==> config.mk <==
export PLATFORM = sky130hd
export DESIGN_NAME = reg_fifo_flat
export DESIGN_NICKNAME = d
export VERILOG_FILES = /design/src/rtl/reg_fifo_if.sv /design/src/rtl/reg_fifo.sv /design/src/flat_wrapper.sv
export SDC_FILE = /design/constraint.sdc
export NUM_CORES = 1
export LEC_CHECK = 0
export BUFFER_PORTS_ARGS = -buffer_cell sky130_fd_sc_hd__buf_2
export CORE_ASPECT_RATIO = 1.25
export CORE_UTILIZATION = 50
export DETAILED_ROUTE_END_ITERATION = 16
export GPL_TIMING_DRIVEN = 1
export PLACE_DENSITY = 0.73
export RECOVER_POWER = 50
export SYNTH_ARGS = -nofsm -noshare
export SYNTH_HDL_FRONTEND = slang
export SYNTH_SLANG_ARGS = --single-unit
==> constraint.sdc <==
create_clock -name clk -period 2.8 [get_ports clk]
set_clock_uncertainty 0.2 [all_clocks]
set_input_delay 0.42 -clock clk [delete_from_list [all_inputs] [get_ports clk]]
set_output_delay 0.42 -clock clk [all_outputs]
set_load 0.05 [all_outputs]
==> src/rtl/reg_fifo_if.sv <==
// reg_fifo_if: producer/consumer bus of reg_fifo; master drives requests, slave is the FIFO.
interface reg_fifo_if #(
  parameter int WIDTH = 8,
  parameter int DEPTH = 4
);
  localparam int AW = $clog2(DEPTH);
  logic             wr_en;
  logic [WIDTH-1:0] wr_data;
  logic             rd_en;
  logic [WIDTH-1:0] rd_data;
  logic             full;
  logic             empty;
  logic [AW:0]      count;
  logic             overflow;
  logic             underflow;
  modport master (
    output wr_en, wr_data, rd_en,
    input  rd_data, full, empty, count, overflow, underflow
  );
  modport slave (
    input  wr_en, wr_data, rd_en,
    output rd_data, full, empty, count, overflow, underflow
  );
endinterface

==> src/rtl/reg_fifo.sv <==
// reg_fifo: small flip-flop based show-ahead FIFO with occupancy count and overflow/underflow pulses.
module reg_fifo #(
  parameter int WIDTH = 8,
  parameter int DEPTH = 4
) (
  input  logic clk,
  input  logic rst_n,
  reg_fifo_if.slave bus
);
  localparam int AW = $clog2(DEPTH);
  logic [WIDTH-1:0] r_mem [DEPTH];
  logic [AW-1:0]    r_wr_ptr;
  logic [AW-1:0]    r_rd_ptr;
  logic [AW:0]      r_count;
  logic             r_overflow;
  logic             r_underflow;
  logic             w_full;
  logic             w_empty;
  logic             w_wr_acc;
  logic             w_rd_acc;
  assign w_full   = r_count == (AW+1)'(DEPTH);
  assign w_empty  = r_count == '0;
  // a write into a full FIFO is still legal when the same edge pops the head
  assign w_wr_acc = bus.wr_en & (~w_full | bus.rd_en);
  assign w_rd_acc = bus.rd_en & ~w_empty;
  always_ff @(posedge clk)
    if (w_wr_acc) r_mem[r_wr_ptr] <= bus.wr_data;
  always_ff @(posedge clk or negedge rst_n)
    if (!rst_n) begin
      r_wr_ptr    <= '0;
      r_rd_ptr    <= '0;
      r_count     <= '0;
      r_overflow  <= 1'b0;
      r_underflow <= 1'b0;
    end else begin
      r_wr_ptr    <= r_wr_ptr + AW'(w_wr_acc);
      r_rd_ptr    <= r_rd_ptr + AW'(w_rd_acc);
      r_count     <= r_count + (AW+1)'(w_wr_acc) - (AW+1)'(w_rd_acc);
      r_overflow  <= bus.wr_en & ~w_wr_acc;
      r_underflow <= bus.rd_en & w_empty;
    end
  assign bus.rd_data   = r_mem[r_rd_ptr];
  assign bus.full      = w_full;
  assign bus.empty     = w_empty;
  assign bus.count     = r_count;
  assign bus.overflow  = r_overflow;
  assign bus.underflow = r_underflow;
endmodule

==> src/flat_wrapper.sv <==
// flat-port wrapper written by rule: the top's interface ports become plain ports
module reg_fifo_flat 
#(
  parameter int WIDTH = 8,
  parameter int DEPTH = 4
)
  (clk, rst_n, bus_wr_en, bus_wr_data, bus_rd_en, bus_rd_data, bus_full, bus_empty, bus_count, bus_overflow, bus_underflow);
  reg_fifo_if #(.WIDTH(WIDTH), .DEPTH(DEPTH)) bus_i ();
  input  logic clk;
  input  logic rst_n;
  input wire logic [$bits(bus_i.wr_en)-1:0] bus_wr_en;
  input wire logic [$bits(bus_i.wr_data)-1:0] bus_wr_data;
  input wire logic [$bits(bus_i.rd_en)-1:0] bus_rd_en;
  output wire logic [$bits(bus_i.rd_data)-1:0] bus_rd_data;
  output wire logic [$bits(bus_i.full)-1:0] bus_full;
  output wire logic [$bits(bus_i.empty)-1:0] bus_empty;
  output wire logic [$bits(bus_i.count)-1:0] bus_count;
  output wire logic [$bits(bus_i.overflow)-1:0] bus_overflow;
  output wire logic [$bits(bus_i.underflow)-1:0] bus_underflow;
  assign bus_i.wr_en = bus_wr_en;
  assign bus_i.wr_data = bus_wr_data;
  assign bus_i.rd_en = bus_rd_en;
  assign bus_rd_data = bus_i.rd_data;
  assign bus_full = bus_i.full;
  assign bus_empty = bus_i.empty;
  assign bus_count = bus_i.count;
  assign bus_overflow = bus_i.overflow;
  assign bus_underflow = bus_i.underflow;
  reg_fifo #(.WIDTH(WIDTH), .DEPTH(DEPTH)) u_core (.clk(clk), .rst_n(rst_n), .bus(bus_i));
endmodule
==> impl_results.md, run 1 <==
* Total track usage at 17.9%
* Maximum clock insertion buffer count at 2
* Core Footprint at 3000 sq um
* Flop2flop setup slack at 240 ps
* CP Class: reg2reg
* Compound-gate portion of the synthesized area at 0%
* Largest family of logic cells by synthesized area: multiplexers
* Dpl hpwl at 1620 um
* Number of antenna violations at the first check in global routing at 0
* Post-layout min period at 2560 ps
* First-pass GRT wire length at 3950 um
* Vias after detailed routing at 792
* RR Endpoint: u_core.bus.count[2]
* Post-synthesis instance area at 1600 sq um
* Clk slew on worst S/H paths at 100 ps
* Antenna fix cells at 0
* Commonest non-fill, non-tap cell in the layout: edfxtp_1
* Reg2reg start: u_core.bus.count[1]
* Hold Path Class: in2reg
* Setup WS post-layout at 245 ps
* Crit start category: register
* Pre-CTS WS at 435 ps
* Startpoint of the worst hold path: bus_wr_data[7]
* WP data arrival at 2580 ps
* TNS Setup at 0 ps
* GR met3 Demand/Resource at 7.18%
* Wire per inst at 16.3 um
* Row count at 22
* Synth cell types at 19
* Hold Path Cell Cnt at 1
* Max Slew Vio Count at 0
* Synth Area in XOR/XNOR at 2.19%
* Detailed Route WL at 2430 um
* Die Ht at 65.3 um
* RSZ-0062 raised after global routing: false
* FMAX at 391 MHz
* Die width at 52.6 um
* Post-Synth Adder-Cell Area at 4.38%
* Fin. Hold Viols at 0
* Number of buffers created by CTS at 5
* Lkg Pwr at 0.687 nW
* Clk sink count at 41
* I/O Buffers at 26
* Seq/Total Area, Yosys at 74.1%
* Syn Inst Count at 76
* MaxCap Viol Count at 0
* Met1 GRT Util at 17.2%
* Clk Latency, worst-skew pair at 330 ps
* CTS tree: done
* Post-route clock period utilization at 91.3%
* Net Count, Synth at 93
* Commonest cells after routing, fill and taps aside: edfxtp_1 (32), buf_2 (15), clkbuf_1 (14), mux4_2 (8), dfrtp_1 (7)
* H-Tree Depth at 2
* Status: finished clean
* Congestion Overflow GR at 0
* DRC viols at 0
* Synth Area per Inst at 21.1 sq um
* Final setup fails at 0
* Largest net degree at the start of global routing at 12
* Power per Cell Area at 1170 nW/um^2
* R2R depth at 8
* Synth Area in Simple Gates at 6.17%
* Critical path required time at 2830 ps
* Initial core utilization at 53.4%
* CP max FO at 6
* Die area at 3430 sq um
* Worst vdd ir at 0.788 mV
* DR pass1 iterations at 4
* Slew HR at 60.9%
* Element type at the critical path end: register
* First-iteration detailed-routing DRC count at 8
* Root Driver: clkbuf_4
* Nets@finish at 129
* Vias per inst at 5.32
* Area grow syn2layout at 14.8%
* I/O pin total at 27
* GPL Wtd Cong at 0.611
* Worst slew pin tran at 588 ps
* Layout cells sized above 1 at 31.0%
* Detail Route Antenna Nets at 0
* Mux share of post-synthesis cell area at 11.2%
* Worst hold margin at 139 ps
* M2 GR Usage at 30.9%
* Busiest grt layer: met2
* Synth warn at 0
* Vias in the first global route at 862
* WHS Endpoint: u_core.r_mem[3][7]
* Synth Register Bits at 41
[per-layer routing]
layer / vias to the layer above / part of all wire (%)
li1: 369 / -
met1: 395 / 38
met2: 24 / 56
met3: 4 / 4.4
met4: 0 / 1.6
met5: - / 0
[critical path, cell delays in order (launching register included)]
cell and delay [ps]:
dfrtp_1 480, nor3_1 360, nor2b_1 140, ha_1 290, inv_1 40, ha_1 200, fa_1 410, xor2_1 190
xnor2_1 140
[per-stage QoR]
step / utilization, % / instance area, sq um / instances / power [mW]
after detailed placement: 60.2 / 1810 / 140 / 1.93
final: 61.3 / 1840 / 149 / 2.15
after global placement: 60.2 / 1810 / 140 / 1.91
after global routing: 61.3 / 1840 / 149 / 2.28
after floorplan: - / 1620 / 76 / 1.72
after CTS: 62.1 / 1860 / 149 / 2.20
[sequential cells by signal, indices dropped and copies added (netlist names)]
register / count
u_core.bus.underflow: 1
u_core.r_rd_ptr: 2
u_core.bus.overflow: 1
u_core.r_wr_ptr: 2
u_core.bus.count: 3
u_core.r_mem: 32
[where the power goes]
part / leakage (nW) / internal, mW / switching [mW] / total, mW
registers: 0.401 / 0.819 / 0.142 / 0.961
logic: 0.260 / 0.311 / 0.611 / 0.922
clock network: 0.0265 / 0.100 / 0.162 / 0.263
[synthesized netlist by cell type]
cell type	n	share of area [%]
and3b_1	1	0.55
nor2b_1	2	0.78
fa_1	1	1.3
dfrtp_1	9	14
nor3b_1	2	0.94
inv_1	4	0.94
nand2_1	1	0.23
buf_2	1	0.31
edfxtp_1	32	60
nor4b_1	1	0.55
xnor2_1	1	0.55
ha_1	4	3.1
nor3_1	2	0.63
mux4_2	8	11
nor4b_4	1	1.5
xor2_1	3	1.6
buf_6	1	0.70
and2_1	1	0.39
nor4bb_1	1	0.63
[cell type report]
class,instances,area (sq um)
repair buffers,31,156
clock buffers,8,48.8
well taps,36,45.0
multi-input cells,29,384
flip-flops and latches,41,1190
fillers,224,1160
inverters,4,15.0
[logic make-up after synthesis]
logic type	after synthesis
flops	41
simple gates	12
mux	8
buf+inv	6
fa+ha+maj	5
xor+xnor	4
[how the worst max path moves through the flow]
stage                                    from                   to  cells past startpoint
after floorplan           u_core.bus.count[1]  u_core.bus.count[2]                      8
after global placement    u_core.bus.count[1]  u_core.bus.count[2]                      8
after detailed placement  u_core.bus.count[1]  u_core.bus.count[2]                      8
after CTS                  u_core.r_rd_ptr[0]       bus_rd_data[3]                      2
after global routing      u_core.bus.count[1]  u_core.bus.count[2]                      8
final                     u_core.bus.count[1]  u_core.bus.count[2]                      8
[timing repair]
item / 4_1_cts / 5_1_grt
gates resized for setup: 0 / 0
endpoints found under the hold margin: 9 / 0
setup buffers: 0 / 0
hold buffers: 1 / 0
Power figures use the tool's default switching activity.
==> run 2, diff against run 1 <==
- CELL_PAD_IN_SITES_DETAIL_PLACEMENT: default -> 0
- CELL_PAD_IN_SITES_GLOBAL_PLACEMENT: default -> 1
- CORE_UTILIZATION: 50 -> 46
- PLACE_DENSITY: 0.73 -> 0.77
==> run 2 against run 1 <==
Effect of this change: first-iteration DRC count unchanged; via count shrank 0.88%; wire length is 0.95% higher; largest power group unchanged; final area rose by 1.7%; global-route usage down 1.4 points; core utilization shrank 3.8 points; worst hold slack better by 57 ps; critical endpoint unchanged; clock-buffer cell count shrank 1; total power grew 4.2%; non-clock buffer count decreased by 1.
==> impl_results.md, run 2 (synthesized netlist as in run 1, its figures left out) <==
* Status: finished clean
* MaxCap Viol Count at 0
* Worst slew pin tran at 1030 ps
* Crit path max-delay family: adder cells
* Antenna fix cells at 0
* Wire per inst at 16.4 um
* Worst hold margin at 196 ps
* Initial core utilization at 49.2%
* Maximum clock insertion buffer count at 2
* Detailed Route WL at 2450 um
* GPL Wtd Cong at 0.811
* Crit-path max cell delay at 460 ps
* Commonest cells after routing, fill and taps aside: edfxtp_1 (32), clkbuf_1 (14), buf_2 (14), mux4_2 (8), dfrtp_1 (7)
* Resized Gates After CTS at 0
* CTS Hold Bufs at 1
* Vias in the first global route at 788
* Core Footprint at 3250 sq um
* First-pass GRT wire length at 3970 um
* Root Driver: clkbuf_8
* Nets@finish at 128
* Detail Route Antenna Nets at 0
* Clk sink count at 41
* Die Ht at 68.0 um
* I/O pin total at 27
* Slew HR at 31.5%
* Number of buffers created by CTS at 5
* Flop2flop setup slack at 380 ps
* Fin. Hold Viols at 0
* Area grow syn2layout at 16.7%
* H-Tree Depth at 2
* Crit-path slowest cell: dfrtp_1
* Most used cell, CP: ha_1
* DR pass1 iterations at 4
* Row count at 23
* Congestion Overflow GR at 0
* Largest Register: u_core.r_mem
* RR Endpoint: u_core.bus.count[2]
* FMAX at 413 MHz
* R2R depth at 8
* Clk slew on worst S/H paths at 70 ps
* RSZ-0062 raised after global routing: false
* DRC viols at 0
* Critical path required time at 2770 ps
* First-iteration detailed-routing DRC count at 8
* Critical path depth at 8
* Power per Cell Area at 1200 nW/um^2
* Vias after detailed routing at 785
* Post-layout min period at 2420 ps
* WP data arrival at 2390 ps
* CP max FO at 6
* Clk Latency, worst-skew pair at 280 ps
* Reg2reg start: u_core.bus.count[1]
* Max Slew Vio Count at 0
* Hold Path Class: in2reg
* I/O Buffers at 26
* Cell breakdown of the critical path: nor3_1 -> nor2b_1 -> ha_1 -> inv_1 -> ha_1 -> fa_1 -> xor2_1 -> xnor2_1
* Dpl hpwl at 1790 um
* Worst vdd ir at 0.615 mV
* Final setup fails at 0
* Number of antenna violations at the first check in global routing at 0
* CP Class: reg2reg
* CP startpoint: u_core.bus.count[1]
* Crit start category: register
* TNS Setup at 0 ps
* Post CTS Setup Buffer Count at 0
* Total track usage at 16.4%
* Layout cells sized above 1 at 31.3%
* Critical Path End: u_core.bus.count[2]
* CTS tree: done
* Largest net degree at the start of global routing at 13
* Vias per inst at 5.27
* Post-route clock period utilization at 86.4%
* Die area at 3720 sq um
* Element type at the critical path end: register
* Die width at 54.8 um
* Number of flip-flops in the largest register at 32
* Lkg Pwr at 0.696 nW
* Buf+Inv Stages, Crit Path at 1
* Commonest non-fill, non-tap cell in the layout: edfxtp_1
[run 2: cell count changes in the layout (fill, tap and decap cells not counted)]
cell	before	now
nor4b_2	0	1
clkbuf_8	0	5
clkinv_2	0	1
buf_2	15	14
buf_4	4	3
nor4b_1	1	0
clkbuf_4	5	0
[run 2: worst register-to-register path: stages, from the launching register on]
cell	delay (ps)
dfrtp_1	460
nor3_1	310
nor2b_1	110
ha_1	280
inv_1	40
ha_1	200
fa_1	400
xor2_1	180
xnor2_1	130
[run 2: metal layers]
layer | GRT usage, % | share of wire [%] | up-vias
li1 | - | - | 368
met1 | 20.8 | 40 | 391
met2 | 24.5 | 52 | 19
met3 | 6.22 | 5.6 | 7
met4 | 7.69 | 2.2 | 0
met5 | 0 | 0 | -
[run 2: final cells by class]
class / instances / area [sq um]
inverters: 4 / 15.0
multi-input cells: 29 / 390
fillers: 271 / 1380
well taps: 37 / 46.3
flip-flops and latches: 41 / 1190
repair buffers: 30 / 148
clock buffers: 7 / 76.3
clock inverters: 1 / 5.00
[run 2: stage by stage]
stage	instances	power [mW]	worst slack, ps	util, %	area [sq um]
floorplan	76	1.72	13.8	-	1620
global placement	140	1.91	493	55.5	1810
detailed placement	140	1.94	465	55.5	1810
CTS	149	2.30	344	58.3	1900
global route	149	2.37	269	57.5	1870
finish	149	2.24	380	57.5	1870
[run 2: worst min path at each step]
stage                         startpoint                    to  slack, ps  cells past startpoint
final                     bus_wr_data[6]    u_core.r_mem[2][6]        200                      1
after global routing      bus_wr_data[2]    u_core.r_mem[2][2]        200                      1
after CTS                 bus_wr_data[6]    u_core.r_mem[0][6]        140                      1
after detailed placement           rst_n  u_core.bus.underflow         80                      1
after global placement             rst_n  u_core.bus.underflow         80                      1
after floorplan                    rst_n   u_core.bus.count[0]        -80                      0
[run 2: power by group]
group / internal [mW] / total (mW) / switching [mW] / leakage (nW)
Sequential: 0.821 / 0.964 / 0.143 / 0.401
Combinational: 0.305 / 0.913 / 0.608 / 0.253
Clock: 0.175 / 0.360 / 0.185 / 0.0422
==> run 3, diff against run 2 <==
--- a/config.mk
+++ b/config.mk
@@ -8,9 +8,7 @@
 export BUFFER_PORTS_ARGS = -buffer_cell sky130_fd_sc_hd__buf_2
-export CELL_PAD_IN_SITES_DETAIL_PLACEMENT = 0
-export CELL_PAD_IN_SITES_GLOBAL_PLACEMENT = 1
 export CORE_ASPECT_RATIO = 1.25
-export CORE_UTILIZATION = 46
+export CORE_UTILIZATION = 50
 export DETAILED_ROUTE_END_ITERATION = 16
 export GPL_TIMING_DRIVEN = 1
-export PLACE_DENSITY = 0.77
+export PLACE_DENSITY = 0.73
 export RECOVER_POWER = 50
--- a/constraint.sdc
+++ b/constraint.sdc
@@ -4,2 +4,2 @@
 set_output_delay 0.42 -clock clk [all_outputs]
-set_load 0.05 [all_outputs]
+set_load 0.005 [all_outputs]
==> run 3 against run 2 <==
Effect of this change: final area fell by 0.60%; clock-buffer cell count fell by 1; combinational power fell by 43%; via count shrank 0.25%; worst hold slack lost 63 ps; critical path depth did not move; total power fell by 18%; setup slack gained 17 ps; non-clock buffer count increased by 1; largest cell class unchanged; largest power group unchanged; highest routed layer unchanged.
==> impl_results.md, run 3 (synthesized netlist as in run 1, its figures left out) <==
* Status: finished clean
* Worst slew pin tran at 562 ps
* Hold Path Class: in2reg
* Row count at 22
* H-Tree Depth at 2
* Vias per inst at 5.26
* Crit path max-delay family: adder cells
* Area grow syn2layout at 16.0%
* Post-route clock period utilization at 85.8%
* RSZ-0062 raised after global routing: false
* Flop2flop setup slack at 400 ps
* TNS Setup at 0 ps
* Number of antenna violations at the first check in global routing at 0
* Resized Gates After CTS at 0
* Vias in the first global route at 801
* Critical path required time at 2830 ps
* Wire per inst at 14.9 um
* First-pass GRT wire length at 3590 um
* Clk Latency, worst-skew pair at 330 ps
* WP data arrival at 2430 ps
* Largest Register: u_core.r_mem
* Crit start category: register
* Reg2reg start: u_core.bus.count[0]
* Die area at 3430 sq um
* CTS tree: done
* Detailed Route WL at 2220 um
* FMAX at 416 MHz
* Cell breakdown of the critical path: nor3_1 -> nor2b_1 -> ha_1 -> inv_1 -> ha_1 -> fa_1 -> xor2_1 -> xnor2_1
* Core Footprint at 3000 sq um
* Largest net degree at the start of global routing at 13
* Dpl hpwl at 1570 um
* Filler cell count at 223
* Startpoint of the worst hold path: bus_wr_data[0]
* Post-layout min period at 2400 ps
* CP max FO at 5
* Detail Route Antenna Nets at 0
* Element type at the critical path end: register
* Buf+Inv Stages, Crit Path at 1
* Slew HR at 62.5%
* I/O Buffers at 26
* Hold Path Cell Cnt at 1
* First-iteration detailed-routing DRC count at 9
* RR Endpoint: u_core.bus.count[2]
* Commonest cells after routing, fill and taps aside: edfxtp_1 (32), buf_2 (15), clkbuf_1 (13), dfrtp_1 (9), mux4_2 (8)
* Maximum clock insertion buffer count at 2
* R2R depth at 8
* WHS Endpoint: u_core.r_mem[2][0]
* Worst hold margin at 133 ps
* Nets@finish at 129
* Post CTS Setup Buffer Count at 0
* DR pass1 iterations at 4
* Most used cell, CP: ha_1
* Number of buffers created by CTS at 5
* Clk sink count at 41
* Number of flip-flops in the largest register at 32
* Crit-path slowest cell: dfrtp_1
* Max Slew Vio Count at 0
* Layout cells sized above 1 at 29.2%
* Commonest non-fill, non-tap cell in the layout: edfxtp_1
* I/O pin total at 27
* Worst vdd ir at 0.618 mV
* Total track usage at 15.8%
* Root Driver: clkbuf_4
* Clk slew on worst S/H paths at 100 ps
* Lkg Pwr at 0.697 nW
* Fin. Hold Viols at 0
* CP Class: reg2reg
* Congestion Overflow GR at 0
* DRC viols at 0
* Power per Cell Area at 983 nW/um^2
* MaxCap Viol Count at 0
* Antenna fix cells at 0
* GPL Wtd Cong at 0.655
* Die width at 52.6 um
* Vias after detailed routing at 783
* Crit-path max cell delay at 450 ps
* Initial core utilization at 53.4%
* Die Ht at 65.3 um
* Final setup fails at 0
## run 3: layout make-up
| cell class | count | area (sq um) | area share [%] |
|---|---|---|---|
| clock buffer | 6 | 41.3 | 2.22 |
| clock inverter | 2 | 33.8 | 1.82 |
| inverter | 4 | 15.0 | 0.808 |
| multi-input combinational | 29 | 384 | 20.7 |
| sequential | 41 | 1190 | 63.8 |
| tap | 36 | 45.0 | 2.42 |
| timing repair buffer | 31 | 153 | 8.22 |
## run 3: how the worst max path moves through the flow
stage	cells past startpoint	startpoint	end	slack, ps
after floorplan	8	u_core.bus.count[0]	u_core.bus.count[2]	420
after global placement	8	u_core.bus.count[0]	u_core.bus.count[2]	480
after detailed placement	8	u_core.bus.count[0]	u_core.bus.count[2]	390
after CTS	2	u_core.r_rd_ptr[0]	bus_rd_data[2]	370
after global routing	8	u_core.bus.count[0]	u_core.bus.count[2]	260
final	8	u_core.bus.count[0]	u_core.bus.count[2]	400
## run 3: what timing repair did
item	CTS	global route
hold endpoints to repair	9	0
endpoints found under the setup margin	0	0
hold buffers	1	0
## run 3: power breakdown
part,switching (mW),internal (mW)
registers,0.141,0.816
clock network,0.166,0.186
logic,0.211,0.306
## run 3: metal layers
layer	global-route usage, %	share of wire [%]	up-vias
met4	8.88	2.5	0
met1	16.8	39	383
met5	0	0	-
li1	-	-	370
met3	6.02	6.2	6
met2	26.1	52	24
## run 3: worst register-to-register path, cell delays in order, from the launching register on
cell     delay, ps
dfrtp_1        450
nor3_1         290
nor2b_1        110
ha_1           280
inv_1           40
ha_1           200
fa_1           400
xor2_1         180
xnor2_1        140
## run 3: stage by stage
stage                     util, %  std cells  worst slack [ps]  total power [mW]  instance area, sq um
after floorplan                 -         76               420              1.30                  1600
after global placement       59.7        140               481              1.48                  1790
after detailed placement     59.7        140               385              1.50                  1790
after CTS                    62.5        149               374              1.87                  1880
after global routing         61.9        149               259              1.95                  1860
final                        61.9        149               398              1.83                  1860
